$ cat src/rtl/gsensor_tilt_conditioner.sv
// -----------------------------------------------------------------------------
// gsensor_tilt_conditioner
//
// Purpose:
//   Turns raw accelerometer samples into the tilt_amount/tilt_direction pairs
//   consumed by the G-sensor mark drawer. A free-running period counter
//   schedules one sample request per period. Accepted samples are summed per
//   axis. Every 2^AVG_LOG2 samples, the sums are averaged and passed through a
//   deadzone. The result is scaled and saturated to a 4-bit magnitude plus a
//   sign bit. Both axes are published together with a one-cycle strobe.
//
// Ports:
//   clk               system clock
//   resetN            asynchronous, active-low reset
//   sample_req        one-cycle request pulse to the SPI sensor reader
//   sample_valid      sample_x/sample_y carry a sample this cycle
//   sample_x/y        signed raw acceleration, 16 bits
//   tilt_amount_x/y   published magnitude, 0..15
//   tilt_direction_x/y 0 = positive, 1 = negative
//   tilt_update       one-cycle pulse on every publish
//   timeout_count     saturating count of requests that went unanswered
// -----------------------------------------------------------------------------
module gsensor_tilt_conditioner #(
    parameter int SAMPLE_PERIOD_CYCLES = 50000,
    parameter int TIMEOUT_CYCLES       = 1000,
    parameter int AVG_LOG2             = 3,
    parameter int DEADZONE             = 16,
    parameter int SHIFT                = 4
) (
    input  logic               clk,
    input  logic               resetN,
    output logic               sample_req,
    input  logic               sample_valid,
    input  logic signed [15:0] sample_x,
    input  logic signed [15:0] sample_y,
    output logic [3:0]         tilt_amount_x,
    output logic               tilt_direction_x,
    output logic [3:0]         tilt_amount_y,
    output logic               tilt_direction_y,
    output logic               tilt_update,
    output logic [7:0]         timeout_count
);

    localparam int ACC_W = 16 + AVG_LOG2;
    localparam int PER_W = (SAMPLE_PERIOD_CYCLES > 1) ? $clog2(SAMPLE_PERIOD_CYCLES) : 1;
    localparam int TMO_W = (TIMEOUT_CYCLES > 1) ? $clog2(TIMEOUT_CYCLES) : 1;
    localparam int CNT_W = AVG_LOG2 + 1;

    localparam logic [PER_W-1:0] PER_LAST = PER_W'(SAMPLE_PERIOD_CYCLES - 1);
    localparam logic [TMO_W-1:0] TMO_LAST = TMO_W'(TIMEOUT_CYCLES - 1);
    localparam logic [CNT_W-1:0] CNT_LAST = CNT_W'((1 << AVG_LOG2) - 1);
    localparam logic [ACC_W-1:0] MAG_MAX  = ACC_W'(32767);
    localparam logic [ACC_W-1:0] DZ       = ACC_W'(DEADZONE);

    typedef enum logic [1:0] {
        IDLE      = 2'd0,
        REQUEST   = 2'd1,
        WAIT_DATA = 2'd2,
        PUBLISH   = 2'd3
    } state_t;

    state_t                    state_q, state_d;
    logic [PER_W-1:0]          period_q, period_d;
    logic [TMO_W-1:0]          tmo_q, tmo_d;
    logic [CNT_W-1:0]          cnt_q, cnt_d;
    logic signed [ACC_W-1:0]   acc_x_q, acc_x_d;
    logic signed [ACC_W-1:0]   acc_y_q, acc_y_d;
    logic [3:0]                tilt_amount_x_q, tilt_amount_x_d;
    logic                      tilt_direction_x_q, tilt_direction_x_d;
    logic [3:0]                tilt_amount_y_q, tilt_amount_y_d;
    logic                      tilt_direction_y_q, tilt_direction_y_d;
    logic                      tilt_update_q, tilt_update_d;
    logic [7:0]                timeout_count_q, timeout_count_d;
    logic                      tick;
    logic [4:0]                pub_x, pub_y;

    // Average, deadzone, scale and saturate one axis. Returns {direction, amount}.
    // The average of 16-bit samples always fits 16 bits, so working at ACC_W
    // only matters for the single case avg = -32768, whose magnitude is clamped.
    function automatic logic [4:0] tilt_of(input logic signed [ACC_W-1:0] acc);
        logic signed [ACC_W-1:0] avg;
        logic [ACC_W-1:0]        mag;
        logic [ACC_W-1:0]        scaled;
        avg = acc >>> AVG_LOG2;
        mag = avg[ACC_W-1] ? -avg : avg;
        if (mag > MAG_MAX) begin
            mag = MAG_MAX;
        end
        if (mag < DZ) begin
            return 5'd0;
        end
        scaled = (mag - DZ) >> SHIFT;
        return {avg[ACC_W-1], (scaled > ACC_W'(15)) ? 4'hf : scaled[3:0]};
    endfunction

    assign tick  = (period_q == PER_LAST);
    assign pub_x = tilt_of(acc_x_q);
    assign pub_y = tilt_of(acc_y_q);

    always_comb begin
        state_d            = state_q;
        period_d           = tick ? '0 : period_q + PER_W'(1);
        tmo_d              = tmo_q;
        cnt_d              = cnt_q;
        acc_x_d            = acc_x_q;
        acc_y_d            = acc_y_q;
        tilt_amount_x_d    = tilt_amount_x_q;
        tilt_direction_x_d = tilt_direction_x_q;
        tilt_amount_y_d    = tilt_amount_y_q;
        tilt_direction_y_d = tilt_direction_y_q;
        tilt_update_d      = 1'b0;
        timeout_count_d    = timeout_count_q;
        sample_req         = 1'b0;

        unique case (state_q)
            // Ticks seen in any other state are simply lost.
            IDLE: begin
                if (tick) begin
                    state_d = REQUEST;
                end
            end
            REQUEST: begin
                sample_req = 1'b1;
                tmo_d      = '0;
                state_d    = WAIT_DATA;
            end
            // A sample arriving on the expiry cycle wins over the timeout.
            WAIT_DATA: begin
                if (sample_valid) begin
                    acc_x_d = acc_x_q + $signed({{AVG_LOG2{sample_x[15]}}, sample_x});
                    acc_y_d = acc_y_q + $signed({{AVG_LOG2{sample_y[15]}}, sample_y});
                    cnt_d   = cnt_q + CNT_W'(1);
                    state_d = (cnt_q == CNT_LAST) ? PUBLISH : IDLE;
                end else if (tmo_q == TMO_LAST) begin
                    // Partial sums are kept; the next tick retries.
                    if (timeout_count_q != 8'hff) begin
                        timeout_count_d = timeout_count_q + 8'd1;
                    end
                    state_d = IDLE;
                end else begin
                    tmo_d = tmo_q + TMO_W'(1);
                end
            end
            PUBLISH: begin
                {tilt_direction_x_d, tilt_amount_x_d} = pub_x;
                {tilt_direction_y_d, tilt_amount_y_d} = pub_y;
                tilt_update_d = 1'b1;
                acc_x_d       = '0;
                acc_y_d       = '0;
                cnt_d         = '0;
                state_d       = IDLE;
            end
            default: state_d = IDLE;
        endcase
    end

    always_ff @(posedge clk or negedge resetN) begin
        if (!resetN) begin
            state_q            <= IDLE;
            period_q           <= '0;
            tmo_q              <= '0;
            cnt_q              <= '0;
            acc_x_q            <= '0;
            acc_y_q            <= '0;
            tilt_amount_x_q    <= '0;
            tilt_direction_x_q <= 1'b0;
            tilt_amount_y_q    <= '0;
            tilt_direction_y_q <= 1'b0;
            tilt_update_q      <= 1'b0;
            timeout_count_q    <= '0;
        end else begin
            state_q            <= state_d;
            period_q           <= period_d;
            tmo_q              <= tmo_d;
            cnt_q              <= cnt_d;
            acc_x_q            <= acc_x_d;
            acc_y_q            <= acc_y_d;
            tilt_amount_x_q    <= tilt_amount_x_d;
            tilt_direction_x_q <= tilt_direction_x_d;
            tilt_amount_y_q    <= tilt_amount_y_d;
            tilt_direction_y_q <= tilt_direction_y_d;
            tilt_update_q      <= tilt_update_d;
            timeout_count_q    <= timeout_count_d;
        end
    end

    assign tilt_amount_x    = tilt_amount_x_q;
    assign tilt_direction_x = tilt_direction_x_q;
    assign tilt_amount_y    = tilt_amount_y_q;
    assign tilt_direction_y = tilt_direction_y_q;
    assign tilt_update      = tilt_update_q;
    assign timeout_count    = timeout_count_q;

endmodule

$ cat config.mk
export PLATFORM = sky130hd
export DESIGN_NAME = gsensor_tilt_conditioner
export DESIGN_NICKNAME = d
export VERILOG_FILES = /design/src/rtl/gsensor_tilt_conditioner.sv
export SDC_FILE = /design/constraint.sdc
export NUM_CORES = 1
export LEC_CHECK = 0
export BUFFER_PORTS_ARGS = -buffer_cell sky130_fd_sc_hd__buf_2
export CORE_ASPECT_RATIO = 0.75
export CORE_MARGIN = 2
export CORE_UTILIZATION = 60
export CTS_BUF_LIST = sky130_fd_sc_hd__clkbuf_4
export DETAILED_ROUTE_END_ITERATION = 12
export PLACE_DENSITY = 0.84
export SLEW_MARGIN = 20
export SYNTH_ARGS = -nofsm -noshare
export SYNTH_HDL_FRONTEND = slang
export SYNTH_SLANG_ARGS = --single-unit
$ cat constraint.sdc
create_clock -name clk -period 3.3 [get_ports clk]
set_clock_uncertainty 0.1 [all_clocks]
set_input_delay 0.66 -clock clk [delete_from_list [all_inputs] [get_ports clk]]
set_output_delay 0.66 -clock clk [all_outputs]
set_load 0.05 [all_outputs]
==> impl_metrics.toml, run 1 <==
[status]
status = "complete, no violations"

[cts]
cts_tree = "done"
cts-buffers-inserted = 9
clock_latency_ns = 0.45
htreeDepth = 3
cts_sinks = 89
cts_hold_buf = 0
cts.clk_slew.worst_paths_ns = 0.15
cts_max_path_buffers = 2
cts_root_buffer = "clkbuf_4"

[min_path]
hold_class = "in2async"

[grt]
use_met2 = 0.418
met3_usage = 0.0445
grt_pass1_vias = 5329
gr-max-usage-layer = "met2"
antenna_found_initial = 0
grt_max_degree = 69
grt_pass1_wl_mm = 25.0
grt_overflow = 0
track_usage = 0.270
met1_usage = 0.390

[power_and_ir_drop]
peakVddDrop_v = 0.000131
powerDensity_mw_per_mm2 = 258
power_mw = 1.77
cellLeakagePower_nw = 3.22

[floorplanning]
fp-row-count = 32
die_x_um = 123
die_y_um = 93.0
die_area_mm2 = 0.0114
pin_count = 55
design.core.area_mm2 = 0.0103
initial_core_util = 0.616

[worst_setup_path]
crit_family = "compound AO/OA/AOI/OAI gates"
critical_path_arrival_ns = 3.38
start_kind = "flip-flop"
slowest_stage = "or4_4"
crit_chain = "or4_4, o21a_1, a211o_1, nand2_1, ha_1, nand2b_1, mux2i_2, or2_2, o22ai_1, a22o_1, a41oi_1"
cp_slowest_stage_delay_ns = 0.59
critPathRequiredTime_ns = 3.57
crit_buf_inv = 0
end_kind = "flip-flop"
path_max_fanout = 5
worstSetupPathType = "reg2reg"

[timing]
final_hold_viol_count = 0
finalCritPeriodShare = 0.941
setup_viol = 0
rsz0062_at_grt = "false"
fin_tns_setup_ns = 0
fin_crit_ns = 3.11
worstMarginPinSlew_ns = 0.714
setup_slack_ns = 0.195
max_freq_mhz = 322
drv_slew = 0
slew_headroom = 0.520

[synth]
synth-edff-count = 0
yosysWarnings = 0
syn-num-nets = 811
synth_cell_type_count = 70
synthFlopType = "dfrtp_1"
yosys-top-cells-area = "dfrtp_1 (35%), ha_1 (9.1%), nand3_1 (5.3%)"
ys_async_sr_fraction = 1.00
synth_top_cell_by_area = "dfrtp_1"
synth_top_area_frac = 0.351
synth_cells = 728
syn_area_mm2 = 0.00634
seq_area_frac_synth = 0.351
synth_seq_cells = 89
synth.avg_cell_area_um2 = 8.71

[finish]
fin_util = 0.669
fin_cells = 918
drive_gt1_frac = 0.136
final_common_cell = "dfrtp_1"
num_antenna_cells = 0
final_cell_mix = "dfrtp_1 (89), nand2_1 (77), o21ai_0 (67), nand3_1 (66), buf_2 (53)"
areaGrowthSynthToFinish_pct = 8.48
fin_nets = 860

[routing]
viasPerCell = 6.12
drtAntennaViolNets = 0
wl_per_cell_um = 15.9
wirelength_mm = 14.6
vias = 5618
dr.first_iter.drc_count = 476
first_pass_iters = 5
drcViolationCount = 0

[placed_design]
routabilityCongestion = 0.867
dp_slack_ns = 0.141
placedCellCount = 902
dp_hpwl_mm = 10.9
portBuffers = 54

[run]
drv_cap = 0
where the power goes:
part,leakage [nW],total [mW],internal [mW],switching (mW)
clock network,0.0663,0.565,0.163,0.401
logic,1.98,0.117,0.0450,0.0722
registers,1.17,1.09,1.09,0
total,3.22,1.77,1.30,0.474
sequential cells by signal, summed over array words and instances, names as in the netlist:
signal / cells
tilt_amount_y: 4
period_q: 16
tmo_q: 10
tilt_amount_x: 4
cnt_q: 4
timeout_count: 8
tilt_direction_y: 1
acc_x_q: 19
acc_y_q: 19
state_q: 2
tilt_direction_x: 1
tilt_update: 1
synthesized netlist by cell type, types with 10 or more instances:
| library cell | count |
|---|---|
| dfrtp_1 | 89 |
| nor4_1 | 10 |
| nor3_1 | 18 |
| xnor2_1 | 32 |
| nand2_1 | 78 |
| clkbuf_1 | 18 |
| nand3_1 | 67 |
| a31oi_1 | 13 |
| o21ai_0 | 67 |
| xor2_1 | 34 |
| nor2_1 | 42 |
| a21oi_1 | 42 |
| ha_1 | 46 |
| inv_1 | 17 |
| nand2b_1 | 11 |
through the flow:
stage | instance area, um^2 | hold WS (ns)
after global placement | 6750 | 0.338
after global routing | 6880 | 0.127
final | 6880 | 0.0899
after detailed placement | 6750 | 0.357
after CTS | 6870 | 0.105
after floorplan | 6340 | 0.264
metal layers:
metal,vias to the layer above,part of all wire
li1,2761,-
met1,2653,0.48
met2,181,0.45
met3,23,0.055
met4,0,0.014
met5,-,0
cells by family (layout without fill, tap and decap cells):
logic type      count (synthesis)  after routing  synth area share
fa+ha+maj                      48             48            0.0971
xor+xnor                       66             66            0.0911
compound gates                192            192             0.193
buf+inv                        43             97            0.0284
mux                             8              8            0.0130
simple gates                  282            282             0.226
flops                          89             89             0.351
repair_timing:
action                                  CTS  global route
buffers inserted                          0             0
endpoints found under the setup margin    0             4
gates resized for setup                   0             3
area by class of cell:
| type | count | area, um^2 |
|---|---|---|
| multi-input combinational | 596 | 3950 |
| fill | 816 | 3410 |
| sequential | 89 | 2230 |
| timing repair buffer | 63 | 340 |
| tap | 136 | 170 |
| clock buffer | 9 | 67.6 |
| inverter | 18 | 67.6 |
| clock inverter | 7 | 53.8 |
final timing paths:
| kind | slack [ns] | end | cells after the start | start |
|---|---|---|---|---|
| min in group clk | 0.38 | period_q[0] | 1 | period_q[0] |
| setup / recovery | 0.19 | tilt_amount_y[2] | 11 | acc_y_q[4] |
| hold / removal | 0.09 | acc_y_q[11] | 1 | resetN |
| hold reg to reg | 0.38 | period_q[0] | 1 | period_q[0] |
| setup reg to reg | 0.19 | tilt_amount_y[2] | 11 | acc_y_q[4] |
| max in group asynchronous | 2.27 | period_q[8] | 2 | resetN |
(Power assumes the default switching activity.)
==> run 2: changes to the inputs <==
Settings changed: CORE_UTILIZATION 60 to 55, CTS_CLUSTER_DIAMETER set to 50, CTS_CLUSTER_SIZE set to 14, PLACE_DENSITY 0.84 to 0.78.
==> run 2 against run 1 <==
Combinational power is essentially flat. Global-route usage shrank 2.6 points. First-iteration DRC count grew 5.9%. Highest routed layer unchanged. Via count grew 0.85%. Setup slack lost 0.036 ns. Sequential power is essentially flat. Final area grew 1.1%. Cell count grew 0.44%. Register-to-register slack lost 0.04 ns. Largest power group unchanged. Critical path depth is the same. Core utilization shrank 4.0 points. Count of clock-buffer cells in the layout is the same.
==> impl_metrics.toml, run 2 (synthesis gave the netlist of run 1 again) <==
[grt]
grt_pass1_vias = 5384
antenna_found_initial = 0
track_usage = 0.244
grt_max_degree = 90
grt_overflow = 0
grt_pass1_wl_mm = 25.1

[cts]
cts_tree = "done"
cts_sinks = 89
htreeDepth = 3
cts_max_path_buffers = 2
cts-buffers-inserted = 9
cts.clk_slew.worst_paths_ns = 0.14
cts_root_buffer = "clkbuf_4"
clock_latency_ns = 0.44

[routing]
met1Wirelength_mm = 7.08
dr.max_layer_used = "met4"
viasPerCell = 6.15
first_pass_iters = 7
vias = 5666
wirelength_mm = 14.5
dr_wl_met2_mm = 6.47
wl_per_cell_um = 15.7
dr.first_iter.drc_count = 504
drtAntennaViolNets = 0
route.met3.wl_um = 700
drcViolationCount = 0

[timing]
final_hold_viol_count = 0
worstMarginPinSlew_ns = 0.802
drv_slew = 0
fin_tns_setup_ns = 0
rsz0062_at_grt = "false"
max_freq_mhz = 318
slew_headroom = 0.465
fin_crit_ns = 3.14
finalCritPeriodShare = 0.952
setup_viol = 0

[min_path]
hold_class = "in2async"

[power_and_ir_drop]
peakVddDrop_v = 0.000213
powerDensity_mw_per_mm2 = 280
cellLeakagePower_nw = 3.27

[floorplanning]
design.core.area_mm2 = 0.0111
initial_core_util = 0.573
die_x_um = 128
die_area_mm2 = 0.0124
pin_count = 55
fp-row-count = 33
die_y_um = 97

[placed_design]
place_area_mm2 = 0.00673
dp_hpwl_mm = 10.6
placedCellCount = 903
portBuffers = 54
routabilityCongestion = 0.848

[finish]
final_cell_mix = "dfrtp_1 (88), nand2_1 (77), o21ai_0 (67), nand3_1 (66), buf_2 (53)"
areaGrowthSynthToFinish_pct = 9.71
finalInstanceArea_mm2 = 0.00696
reg_top3 = "acc_x_q: 19 flops, acc_y_q: 19 flops, period_q: 16 flops"
fin_util = 0.629
final_common_cell = "dfrtp_1"
num_antenna_cells = 0
fin_cells = 922
drive_gt1_frac = 0.134
fin_nets = 860

[run]
drv_cap = 0

[worst_setup_path]
end_kind = "flip-flop"
path_max_fanout = 4
critPathRequiredTime_ns = 3.50
worstSetupPathType = "reg2reg"
critical_path_arrival_ns = 3.35
start_kind = "flip-flop"

[status]
status = "complete, no violations"
[run 2: worst paths after layout]
check                             from                to  slack (ns)  cells after the start
max                         acc_y_q[4]  tilt_amount_y[1]        0.16                     11
min                             resetN        acc_y_q[7]        0.15                      1
max reg2reg                 acc_y_q[4]  tilt_amount_y[1]        0.16                     11
min reg2reg                period_q[0]       period_q[0]        0.37                      1
max in group asynchronous       resetN        acc_y_q[4]        2.36                      1
min in group clk           period_q[0]       period_q[0]        0.37                      1
[run 2: worst max-delay path, stage by stage (launching register included)]
cell      delay (ns)
dfrtp_2         0.45
or4_4           0.60
nor4_4          0.25
nand2_1         0.12
and3_1          0.21
ha_1            0.23
nand2b_1        0.08
mux2i_1         0.11
or2_2           0.29
o22ai_1         0.19
a22o_1          0.24
a41oi_1         0.14
[run 2: per-layer routing]
layer | up-vias | global-route usage
met2 | 184 | 0.377
li1 | 2770 | -
met1 | 2682 | 0.352
met5 | - | 0
met3 | 30 | 0.0476
met4 | 0 | 0.0634
[run 2: area by class of cell]
class / count / area [um^2]
clock inverters: 7 / 109
repair buffers: 63 / 344
fillers: 943 / 4110
well taps: 140 / 175
multi-input cells: 596 / 3970
clock buffers: 9 / 67.6
inverters: 18 / 67.6
flip-flops and latches: 89 / 2230
[run 2: power breakdown]
part           internal, mW  switching [mW]  total [mW]  leakage [nW]
combinational        0.0439          0.0709       0.115          2.00
sequential             1.09               0        1.09          1.17
clock                 0.377           0.366       0.744        0.0971
total                  1.51           0.437        1.95          3.27
[run 2: metrics by stage]
stage	hold slack [ns]	power, mW	setup WS (ns)
2_1_floorplan	0.264	1.17	0.444
3_3_place_gp	0.339	1.22	0.281
3_5_place_dp	0.348	1.23	0.126
4_1_cts	0.333	1.97	0.108
5_1_grt	0.203	2.03	0.000802
6_report	0.151	1.95	0.159
[run 2: timing repair]
| action | CTS | global route |
|---|---|---|
| setup buffers | 0 | 3 |
| resized for setup | 0 | 4 |
| setup endpoints to repair | 0 | 5 |
| hold endpoints to repair | 0 | 0 |
| hold buffers | 0 | 0 |
